==> config.mk <==
export PLATFORM = sky130hd
export DESIGN_NAME = fetch_stage
export DESIGN_NICKNAME = d
export VERILOG_FILES = /design/src/rtl/fetch_stage.sv
export SDC_FILE = /design/constraint.sdc
export NUM_CORES = 1
export LEC_CHECK = 0
export BUFFER_PORTS_ARGS = -buffer_cell sky130_fd_sc_hd__clkbuf_2
export CAP_MARGIN = 10
export CORE_MARGIN = 5
export CORE_UTILIZATION = 47
export DETAILED_ROUTE_END_ITERATION = 12
export PLACE_DENSITY = 0.74
export SYNTH_ARGS = -nofsm -noshare
export SYNTH_HDL_FRONTEND = slang
export SYNTH_SLANG_ARGS = --single-unit
==> constraint.sdc <==
create_clock -name clk -period 3.75 [get_ports clk]
set_input_delay 0.75 -clock clk [delete_from_list [all_inputs] [get_ports clk]]
set_output_delay 0.75 -clock clk [all_outputs]
set_load 0.01 [all_outputs]
==> src/rtl/fetch_stage.sv <==
// Instruction fetch for the 16-bit RISC pipeline: PC, one/two-word instruction
// assembly and the IF/ID pipeline register presented to decode.
module fetch_stage #(
  parameter int unsigned       ADDR_W   = 20,
  parameter logic [ADDR_W-1:0] RESET_PC = '0
) (
  input  logic              clk,
  input  logic              rst,
  output logic [ADDR_W-1:0] imem_addr,
  input  logic [15:0]       imem_data,
  input  logic              pc_write,
  input  logic              stall_fetch,
  input  logic              flush_fetch,
  input  logic              branch_taken,
  input  logic [ADDR_W-1:0] branch_target,
  output logic              ifid_valid,
  output logic [15:0]       ifid_instr,
  output logic [15:0]       ifid_imm,
  output logic              ifid_has_imm,
  output logic [ADDR_W-1:0] ifid_pc,
  output logic [ADDR_W-1:0] ifid_pc_next,
  output logic [2:0]        ifid_rdst,
  output logic [2:0]        ifid_rsrc
);

  typedef enum logic [0:0] {StOpc, StImm} state_e;

  state_e            state_q, state_d;
  logic [ADDR_W-1:0] pc_q, pc_d;
  logic [15:0]       hold_instr_q, hold_instr_d;
  logic [ADDR_W-1:0] hold_pc_q, hold_pc_d;
  logic              valid_q, valid_d;
  logic [15:0]       instr_q, instr_d;
  logic [15:0]       imm_q, imm_d;
  logic              has_imm_q, has_imm_d;
  logic [ADDR_W-1:0] ipc_q, ipc_d;
  logic [ADDR_W-1:0] ipc_next_q, ipc_next_d;
  logic [ADDR_W-1:0] pc_inc;

  // Natural overflow of the ADDR_W-wide sum gives the modulo-2^ADDR_W wrap.
  assign pc_inc = pc_q + {{(ADDR_W-1){1'b0}}, 1'b1};

  always_comb begin
    state_d      = state_q;
    pc_d         = pc_q;
    hold_instr_d = hold_instr_q;
    hold_pc_d    = hold_pc_q;
    valid_d      = valid_q;
    instr_d      = instr_q;
    imm_d        = imm_q;
    has_imm_d    = has_imm_q;
    ipc_d        = ipc_q;
    ipc_next_d   = ipc_next_q;

    if (flush_fetch) begin
      valid_d      = 1'b0;
      instr_d      = '0;
      imm_d        = '0;
      has_imm_d    = 1'b0;
      state_d      = StOpc;
      hold_instr_d = '0;
      hold_pc_d    = '0;
      if (branch_taken) begin
        pc_d = branch_target;
      end
    end else if (!stall_fetch) begin
      if (!pc_write) begin
        valid_d   = 1'b0;
        instr_d   = '0;
        imm_d     = '0;
        has_imm_d = 1'b0;
      end else begin
        pc_d = pc_inc;
        unique case (state_q)
          StOpc: begin
            if (imem_data[15]) begin
              hold_instr_d = imem_data;
              hold_pc_d    = pc_q;
              state_d      = StImm;
              valid_d      = 1'b0;
              instr_d      = '0;
              imm_d        = '0;
              has_imm_d    = 1'b0;
            end else begin
              valid_d    = 1'b1;
              instr_d    = imem_data;
              imm_d      = '0;
              has_imm_d  = 1'b0;
              ipc_d      = pc_q;
              ipc_next_d = pc_inc;
            end
          end
          StImm: begin
            valid_d    = 1'b1;
            instr_d    = hold_instr_q;
            imm_d      = imem_data;
            has_imm_d  = 1'b1;
            ipc_d      = hold_pc_q;
            ipc_next_d = pc_inc;
            state_d    = StOpc;
          end
          default: state_d = StOpc;
        endcase
      end
    end
  end

  always_ff @(posedge clk) begin
    if (rst) begin
      state_q      <= StOpc;
      pc_q         <= RESET_PC;
      hold_instr_q <= '0;
      hold_pc_q    <= '0;
      valid_q      <= 1'b0;
      instr_q      <= '0;
      imm_q        <= '0;
      has_imm_q    <= 1'b0;
      ipc_q        <= '0;
      ipc_next_q   <= '0;
    end else begin
      state_q      <= state_d;
      pc_q         <= pc_d;
      hold_instr_q <= hold_instr_d;
      hold_pc_q    <= hold_pc_d;
      valid_q      <= valid_d;
      instr_q      <= instr_d;
      imm_q        <= imm_d;
      has_imm_q    <= has_imm_d;
      ipc_q        <= ipc_d;
      ipc_next_q   <= ipc_next_d;
    end
  end

  assign imem_addr    = pc_q;
  assign ifid_valid   = valid_q;
  assign ifid_instr   = instr_q;
  assign ifid_imm     = imm_q;
  assign ifid_has_imm = has_imm_q;
  assign ifid_pc      = ipc_q;
  assign ifid_pc_next = ipc_next_q;
  assign ifid_rdst    = instr_q[10:8];
  assign ifid_rsrc    = instr_q[7:5];

endmodule

==> results.json, run 1 <==
{
  "layout_commonest_cell": "clkbuf_2",
  "htreeDepth": 4,
  "critPathTopFamily": "simple AND/OR/NAND/NOR gates",
  "max_freq_mhz": 436,
  "final.setup.worst_slack_ns": 1.46,
  "setup_viol": 0,
  "worst-path-buf-inv": 0,
  "synthArstFlopShare_pct": 0,
  "start_util_pct": 48.0,
  "vias_per_cell": 5.76,
  "crit_cells": 5,
  "num_vias": 5375,
  "cts.sinks": 131,
  "multiInputGateArea_um2": 2780,
  "top_layer": "met4",
  "crit_slowest_cell": "dfxtp_1",
  "skew_ns": 0.00635,
  "detail-route-antenna-nets": 0,
  "cts_setup_buffers": 0,
  "coreArea_um2": 12000,
  "max-slew-margin-rel_pct": 42.7,
  "rows": 40,
  "reg2reg_from": "imem_addr[0]",
  "critical_path.startpoint": "imem_addr[0]",
  "synth_edf_count": 0,
  "cts-buffers-inserted": 17,
  "worst-setup-path-type": "register to register",
  "grt_pass1_wl_um": 26100,
  "grt_max_degree": 73,
  "grt_pass1_vias": 5034,
  "cp_cell_sequence": "ha_1, and3_1, nand4_1, or4_1, nand3_1",
  "place.gp.congestion": 0.920,
  "cts_resized": 0,
  "drv_cap": 0,
  "finalCritPeriodShare_pct": 61.1,
  "synth_warnings": 0,
  "cts_hold_buf": 0,
  "p_per_area_nw_per_um2": 489,
  "r2r_cells": 5,
  "wl_met3_um": 1100,
  "wl_met2_um": 7810,
  "arrival_ns": 2.65,
  "slowest_delay_ns": 0.59,
  "cts-root-buf": "clkbuf_16",
  "slew_viol_final": 0,
  "final_cell_mix": "clkbuf_2 (141), dfxtp_1 (130), nand2_1 (100), nor2_1 (86), a21oi_1 (50)",
  "power.leakage_nw": 2.65,
  "crit_path_end_kind": "register",
  "crit_end": "ifid_pc_next[16]",
  "gr-total-overflow": 0,
  "syn-instance-count": 674,
  "drc_errors": 0,
  "yosysTopAreaCell": "dfxtp_1",
  "dp_hpwl_um": 11100,
  "synth_cell_types": 62,
  "wl_per_cell_um": 17.4,
  "worst_hold_path.num_cells": 2,
  "tightest_slew_ns": 0.857,
  "hold_violations": 0,
  "status": "complete, no violations",
  "ys.flop_type": "dfxtp_1",
  "rsz0062_at_grt": "no",
  "die_h_um": 121,
  "grt_usage_pct": 22.4,
  "clock_tree.buffer_depth": 2,
  "r2r_end": "ifid_pc_next[16]",
  "synth.avg_cell_area_um2": 8.56,
  "synth_area_leaders": "dfxtp_1 (45%), nand2_1 (6.5%), nor2_1 (5.6%), a21oi_1 (4.3%), mux2i_1 (4.3%)",
  "period_needed_ns": 2.29,
  "fin_setup_tns_ns": 0,
  "reg2reg_setup_slack_ns": 1.46,
  "cp_max_fo": 10,
  "required_ns": 4.11,
  "netlist_area_um2": 5770,
  "path_clk_slew_ns": 0.06,
  "routed_wl_um": 16200,
  "start_kind": "register",
  "dp_slack_ns": 1.07,
  "syn2layout_area_growth_pct": 21.1,
  "synth_top_area_share_pct": 45.4,
  "tritoncts": "yes",
  "die-area_um2": 14600,
  "synth-seq-cells": 131,
  "firstDrtPassIters": 5,
  "layout-drive-gt1-share_pct": 26.1,
  "first_iter_violations": 490,
  "wl_met1_um": 6970,
  "fp.dieW_um": 121,
  "peakVddDrop_v": 0.000340,
  "fillerInstances": 1102,
  "final_nets": 816,
  "clk_latency_ns": 0.42,
  "io_buffers": 141,
  "syn-num-nets": 717,
  "antenna_found_initial": 0,
  "register_area_um2": 2620,
  "hp-class": "register to register",
  "io_pins": 142,
  "ys_seq_area_share_pct": 45.4,
  "antenna_cells": 0
}
==> cell usage after synthesis, drive strengths merged, types with 6 or more instances <==
| cell | instances |
|---|---|
| nor3 | 7 |
| a211oi | 32 |
| nor3b | 8 |
| nand3 | 15 |
| a21oi | 50 |
| nor2 | 88 |
| dfxtp | 131 |
| nand4 | 6 |
| a22oi | 28 |
| xnor2 | 6 |
| o21ai | 13 |
| buf | 46 |
| nor4 | 6 |
| nand2 | 101 |
| mux2i | 25 |
| mux2 | 10 |
| clkbuf | 23 |
| or4 | 6 |
| xor2 | 7 |
==> layer usage <==
layer | global-route usage (%) | vias up
met4 | 8.64 | 0
met5 | 0 | -
li1 | - | 2592
met2 | 36.3 | 205
met3 | 5.29 | 26
met1 | 29.0 | 2552
==> state kept, by name, summed over array words and instances (netlist names) <==
name / flops
ifid_pc_next: 20
ifid_pc: 20
imem_addr: 20
ifid_valid: 1
ifid_instr: 16
ifid_imm: 16
hold_instr_q: 16
hold_pc_q: 20
ifid_has_imm: 1
state_q: 1
==> cell type report <==
type	instances	area share (%)
inverters	5	0.269
clock inverters	11	1.79
multi-input cells	469	39.7
repair buffers	149	11.1
well taps	147	2.63
clock buffers	21	6.88
flip-flops and latches	131	37.6
==> worst min-delay path, delay by kind of cell (launching register included) <==
kind            cells  cell delay (ns)
flops               1             0.31
simple gates        1             0.05
compound gates      1             0.05
==> where the power goes <==
group | switching [mW] | internal, mW | total (mW) | leakage, nW
registers | 0.0542 | 1.43 | 1.48 | 1.06
logic | 0.162 | 0.104 | 0.266 | 1.31
clock network | 0.622 | 1.05 | 1.67 | 0.284
total | 0.838 | 2.58 | 3.42 | 2.65
==> logic make-up after synthesis <==
| family | Yosys count | synth area share, % |
|---|---|---|
| XOR/XNOR | 13 | 1.97 |
| flip-flops | 131 | 45.4 |
| buffers and inverters | 74 | 6.46 |
| AO/OA/AOI/OAI | 163 | 19.0 |
| adder cells (fa/ha/maj) | 1 | 0.217 |
| AND/OR/NAND/NOR | 257 | 20.7 |
| multiplexers | 35 | 6.29 |
==> through the flow <==
step                cells  cell area (um2)  power [mW]  hold slack, ns  util [%]
floorplan             674             5770        1.67           0.433         -
global placement      901             6380        1.76           0.438      53.1
detailed placement    901             6380        1.77           0.448      53.1
CTS                   933             6990        3.43           0.456      58.2
global route          933             6990        3.55           0.474      58.2
finish                933             6990        3.42           0.454      58.2
==> how the worst min path moves through the flow <==
stage                     slack (ns)              from                to
final                           0.45  ifid_pc_next[15]  ifid_pc_next[15]
after floorplan                 0.43   hold_instr_q[0]   hold_instr_q[0]
after CTS                       0.46  ifid_pc_next[15]  ifid_pc_next[15]
after detailed placement        0.45  ifid_pc_next[15]  ifid_pc_next[15]
after global routing            0.47  hold_instr_q[12]  hold_instr_q[12]
after global placement          0.44   hold_instr_q[4]   hold_instr_q[4]
No activity file was read; power rests on OpenSTA's default activity.
==> run 2: changes to the inputs <==
==> constraint.sdc (replaced) <==
create_clock -name clk -period 2.3 [get_ports clk]
set_input_delay 0.46 -clock clk [delete_from_list [all_inputs] [get_ports clk]]
set_output_delay 0.46 -clock clk [all_outputs]
set_load 0.01 [all_outputs]
==> results.json, run 2 (synthesized netlist as in run 1, its figures left out) <==
{
  "dp_hpwl_um": 11600,
  "critPathTopFamily": "simple AND/OR/NAND/NOR gates",
  "antenna_cells": 0,
  "p_per_area_nw_per_um2": 780,
  "first_iter_violations": 373,
  "worst-setup-path-type": "register to register",
  "slowest_delay_ns": 0.53,
  "final_nets": 840,
  "clock_tree.buffer_depth": 2,
  "slew_viol_final": 0,
  "start_kind": "register",
  "grt_usage_pct": 22.4,
  "io_buffers": 141,
  "setup_viol": 0,
  "io_pins": 142,
  "fp.dieW_um": 121,
  "vias_per_cell": 5.69,
  "power.leakage_nw": 2.78,
  "die-area_um2": 14600,
  "tritoncts": "yes",
  "layout-drive-gt1-share_pct": 28.3,
  "hp-class": "input pin to register",
  "clk_latency_ns": 0.41,
  "grt_pass1_vias": 5024,
  "multiInputGateArea_um2": 2780,
  "start_util_pct": 48.0,
  "period_needed_ns": 1.96,
  "status": "complete, no violations",
  "htreeDepth": 4,
  "crit_path_end_kind": "register",
  "final_cell_mix": "clkbuf_2 (141), dfxtp_1 (130), nand2_1 (100), nor2_1 (86), a21oi_1 (50)",
  "antenna_found_initial": 0,
  "cts_hold_buf": 0,
  "cts_resized": 0,
  "skew_ns": 0.00801,
  "rsz0062_at_grt": "no",
  "max_freq_mhz": 509,
  "peakVddDrop_v": 0.000429,
  "finalCritPeriodShare_pct": 85.4,
  "detail-route-antenna-nets": 0,
  "grt_max_degree": 73,
  "cp_max_fo": 10,
  "coreArea_um2": 12000,
  "routed_wl_um": 16500,
  "fin_total_pwr_mw": 5.58,
  "cp_cell_sequence": "ha_1, and3_1, nand4_1, or4_1, nand3_1",
  "cts-root-buf": "clkbuf_16",
  "crit_slowest_cell": "dfxtp_1",
  "required_ns": 2.65,
  "final_util_pct": 59.6,
  "cts-buffers-inserted": 17,
  "gr-total-overflow": 0,
  "reg2reg_setup_slack_ns": 0.34,
  "wl_per_cell_um": 17.2,
  "rows": 40,
  "syn2layout_area_growth_pct": 24.0,
  "arrival_ns": 2.31,
  "grt_pass1_wl_um": 26100,
  "die_h_um": 121,
  "num_vias": 5443,
  "firstDrtPassIters": 5,
  "cts.sinks": 131,
  "fin_setup_tns_ns": 0,
  "hold_violations": 0,
  "tightest_slew_ns": 0.988,
  "place.gp.congestion": 0.851,
  "cts_setup_buffers": 0,
  "drc_errors": 0,
  "fillerInstances": 1065,
  "register_area_um2": 2620,
  "max-slew-margin-rel_pct": 33.9,
  "worst-path-buf-inv": 0,
  "path_clk_slew_ns": 0.06,
  "drv_cap": 0,
  "layout_commonest_cell": "clkbuf_2"
}
[run 2: cell types whose count changed in the layout (fill, tap and decap cells not counted)]
cell / before / now
buf_4: 7 / 31
clkbuf_8: 4 / 1
clkinv_2: 2 / 3
clkinv_4: 0 / 3
clkinvlp_4: 5 / 2
inv_6: 2 / 3
inv_8: 0 / 1
[run 2: layout make-up]
| type | instances | area share, % |
|---|---|---|
| Timing Repair Buffer | 173 | 13.4 |
| Clock inverter | 14 | 2.15 |
| Tap cell | 147 | 2.57 |
| Clock buffer | 18 | 6.14 |
| Sequential cell | 131 | 36.7 |
| Inverter | 5 | 0.262 |
| Multi-Input combinational cell | 469 | 38.8 |
[run 2: per-stage QoR]
| stage | cells | worst slack [ns] | instance area [um2] | hold slack [ns] |
|---|---|---|---|---|
| after CTS | 957 | 0.350 | 7150 | 0.274 |
| after global placement | 925 | 0.280 | 6560 | 0.438 |
| after global routing | 957 | 0.209 | 7150 | 0.290 |
| after detailed placement | 925 | 0.248 | 6560 | 0.446 |
| after floorplan | 674 | 0.542 | 5770 | 0.433 |
| final | 957 | 0.337 | 7150 | 0.294 |
[run 2: routing by layer]
metal | global-route usage, % | vias to the layer above | share of wire (%)
met4 | 8.36 | 0 | 2.0
met5 | 0 | - | 0
li1 | - | 2622 | -
met2 | 37.1 | 203 | 48
met1 | 28.4 | 2590 | 44
met3 | 5.33 | 28 | 6.7
[run 2: worst register-to-register path, delay by kind of cell, from the launching register on]
kind                     cells  cell delay, ns
flip-flops                   1            0.53
adder cells (fa/ha/maj)      1            0.27
AND/OR/NAND/NOR              4            1.10
[run 2: worst paths after layout]
check,from,to,cells after the start
worst max-delay path,imem_addr[0],ifid_pc_next[16],5
worst min-delay path,imem_data[6],hold_instr_q[6],3
worst max register to register,imem_addr[0],ifid_pc_next[16],5
worst min register to register,ifid_pc_next[15],ifid_pc_next[15],2
[run 2: where the power goes]
| group | switching (mW) | internal, mW |
|---|---|---|
| clock | 1.06 | 1.64 |
| sequential | 0.0613 | 2.33 |
| combinational | 0.301 | 0.197 |
| total | 1.42 | 4.16 |
==> run 3: changes to the inputs <==
--- a/config.mk
+++ b/config.mk
@@ -10,6 +10,7 @@
 export CORE_MARGIN = 5
 export CORE_UTILIZATION = 47
 export DETAILED_ROUTE_END_ITERATION = 12
+export MAX_ROUTING_LAYER = met4
 export PLACE_DENSITY = 0.74
 export SYNTH_ARGS = -nofsm -noshare
 export SYNTH_HDL_FRONTEND = slang
==> results.json, run 3 (synthesized netlist as in run 1, its figures left out) <==
{
  "status": "complete, no violations",
  "arrival_ns": 2.36,
  "fin_setup_tns_ns": 0,
  "required_ns": 2.66,
  "postPlaceCellArea_um2": 6550,
  "final_util_pct": 59.8,
  "setup_viol": 0,
  "final_cell_mix": "clkbuf_2 (141), dfxtp_1 (130), nand2_1 (100), nor2_1 (86), a21oi_1 (50)",
  "syn2layout_area_growth_pct": 24.4,
  "place.gp.congestion": 0.867,
  "htreeDepth": 4,
  "io_buffers": 141,
  "rows": 40,
  "drv_cap": 0,
  "routed_wl_um": 16700,
  "fillerInstances": 1026,
  "clk_latency_ns": 0.42,
  "clock_tree.buffer_depth": 2,
  "switching_share_pct": 23.1,
  "start_kind": "register",
  "skew_ns": 0.00404,
  "cts-buffers-inserted": 17,
  "first_iter_violations": 434,
  "max-slew-margin-rel_pct": 34.3,
  "finalCritPeriodShare_pct": 87.0,
  "tritoncts": "yes",
  "firstDrtPassIters": 5,
  "dp_hpwl_um": 11700,
  "wl_per_cell_um": 17.5,
  "start_util_pct": 48.0,
  "layout-drive-gt1-share_pct": 27.9,
  "cts-root-buf": "clkbuf_16",
  "hp-class": "input pin to register",
  "num_vias": 5403,
  "rsz0062_at_grt": "no",
  "max_freq_mhz": 500,
  "cts_hold_buf": 0,
  "coreArea_um2": 12000,
  "antenna_cells": 0,
  "final_nets": 839,
  "worst-setup-path-type": "register to register",
  "tightest_slew_ns": 0.981,
  "final_area_um2": 7180,
  "switching_power_mw": 1.32,
  "p_clk_share_pct": 49.6,
  "antenna_found_initial": 0,
  "detail-route-antenna-nets": 0,
  "path_clk_slew_ns": 0.06,
  "crit_path_end_kind": "register",
  "peakVddDrop_v": 0.000504,
  "die-area_um2": 14600,
  "grt_pass1_wl_um": 26500,
  "die_h_um": 121,
  "seq_power_share_pct": 41.7,
  "p_int_mw": 4.41,
  "dp_slack_ns": 0.282,
  "gr-total-overflow": 0,
  "cp_max_fo": 10,
  "cts.sinks": 131,
  "io_pins": 142,
  "grt_max_degree": 73,
  "p_per_area_nw_per_um2": 798,
  "power.leakage_nw": 2.79,
  "p_comb_share_pct": 8.7,
  "period_needed_ns": 2.00,
  "grt_usage_pct": 23.6,
  "layout_commonest_cell": "clkbuf_2",
  "drc_errors": 0,
  "hold_violations": 0,
  "cts_setup_buffers": 0,
  "cts_resized": 0,
  "fp.dieW_um": 121,
  "vias_per_cell": 5.66,
  "grt_pass1_vias": 5203,
  "slew_viol_final": 0,
  "final.setup.worst_slack_ns": 0.299
}
## run 3: cell count changes in the layout (fill, tap and decap cells not counted), sizes merged
cell,previous run,this run
bufinv,2,4
clkbuf,159,162
inv,9,5
buf,32,31
clkinv,6,3
## run 3: final timing paths
| path | depth (start not counted) | to | slack [ns] | from |
|---|---|---|---|---|
| setup / recovery | 5 | ifid_pc_next[16] | 0.30 | imem_addr[0] |
| hold / removal | 3 | hold_instr_q[6] | 0.29 | imem_data[6] |
| setup reg to reg | 5 | ifid_pc_next[16] | 0.30 | imem_addr[0] |
| hold reg to reg | 2 | ifid_pc_next[15] | 0.45 | ifid_pc_next[15] |
## run 3: per-stage QoR
| stage | hold WS, ns | std cells | total power [mW] |
|---|---|---|---|
| floorplan | 0.433 | 674 | 2.73 |
| global placement | 0.438 | 924 | 2.91 |
| detailed placement | 0.447 | 924 | 2.93 |
| CTS | 0.272 | 954 | 5.76 |
| global route | 0.287 | 954 | 5.92 |
| finish | 0.285 | 954 | 5.73 |
## run 3: power groups by stage
stage	registers (mW)	clock network, mW	logic (mW)
2_1_floorplan	2.43	0	0.296
3_3_place_gp	2.43	0	0.479
3_5_place_dp	2.43	0	0.493
4_1_cts	2.39	2.88	0.497
5_1_grt	2.39	2.99	0.541
6_report	2.39	2.84	0.498
## run 3: metal layers
metal | wire length [um] | global-route usage (%)
met1 | 6990 | 28.4
met5 | 0 | -
met3 | 1040 | 5.43
met4 | 433 | 10.1
met2 | 8210 | 38.1
## run 3: layout make-up
type	instances	area (um2)	area share, %
Clock buffer	21	470	6.56
Clock inverter	9	154	2.14
Inverter	5	18.8	0.262
Multi-Input combinational cell	469	2780	38.7
Sequential cell	131	2620	36.6
Tap cell	147	184	2.56
Timing Repair Buffer	172	951	13.2
## run 3: worst max-delay path: stages (launching register included)
cell and delay, ns:
dfxtp_1 0.54, ha_1 0.27, and3_1 0.28, nand4_1 0.28
or4_1 0.48, nand3_1 0.09
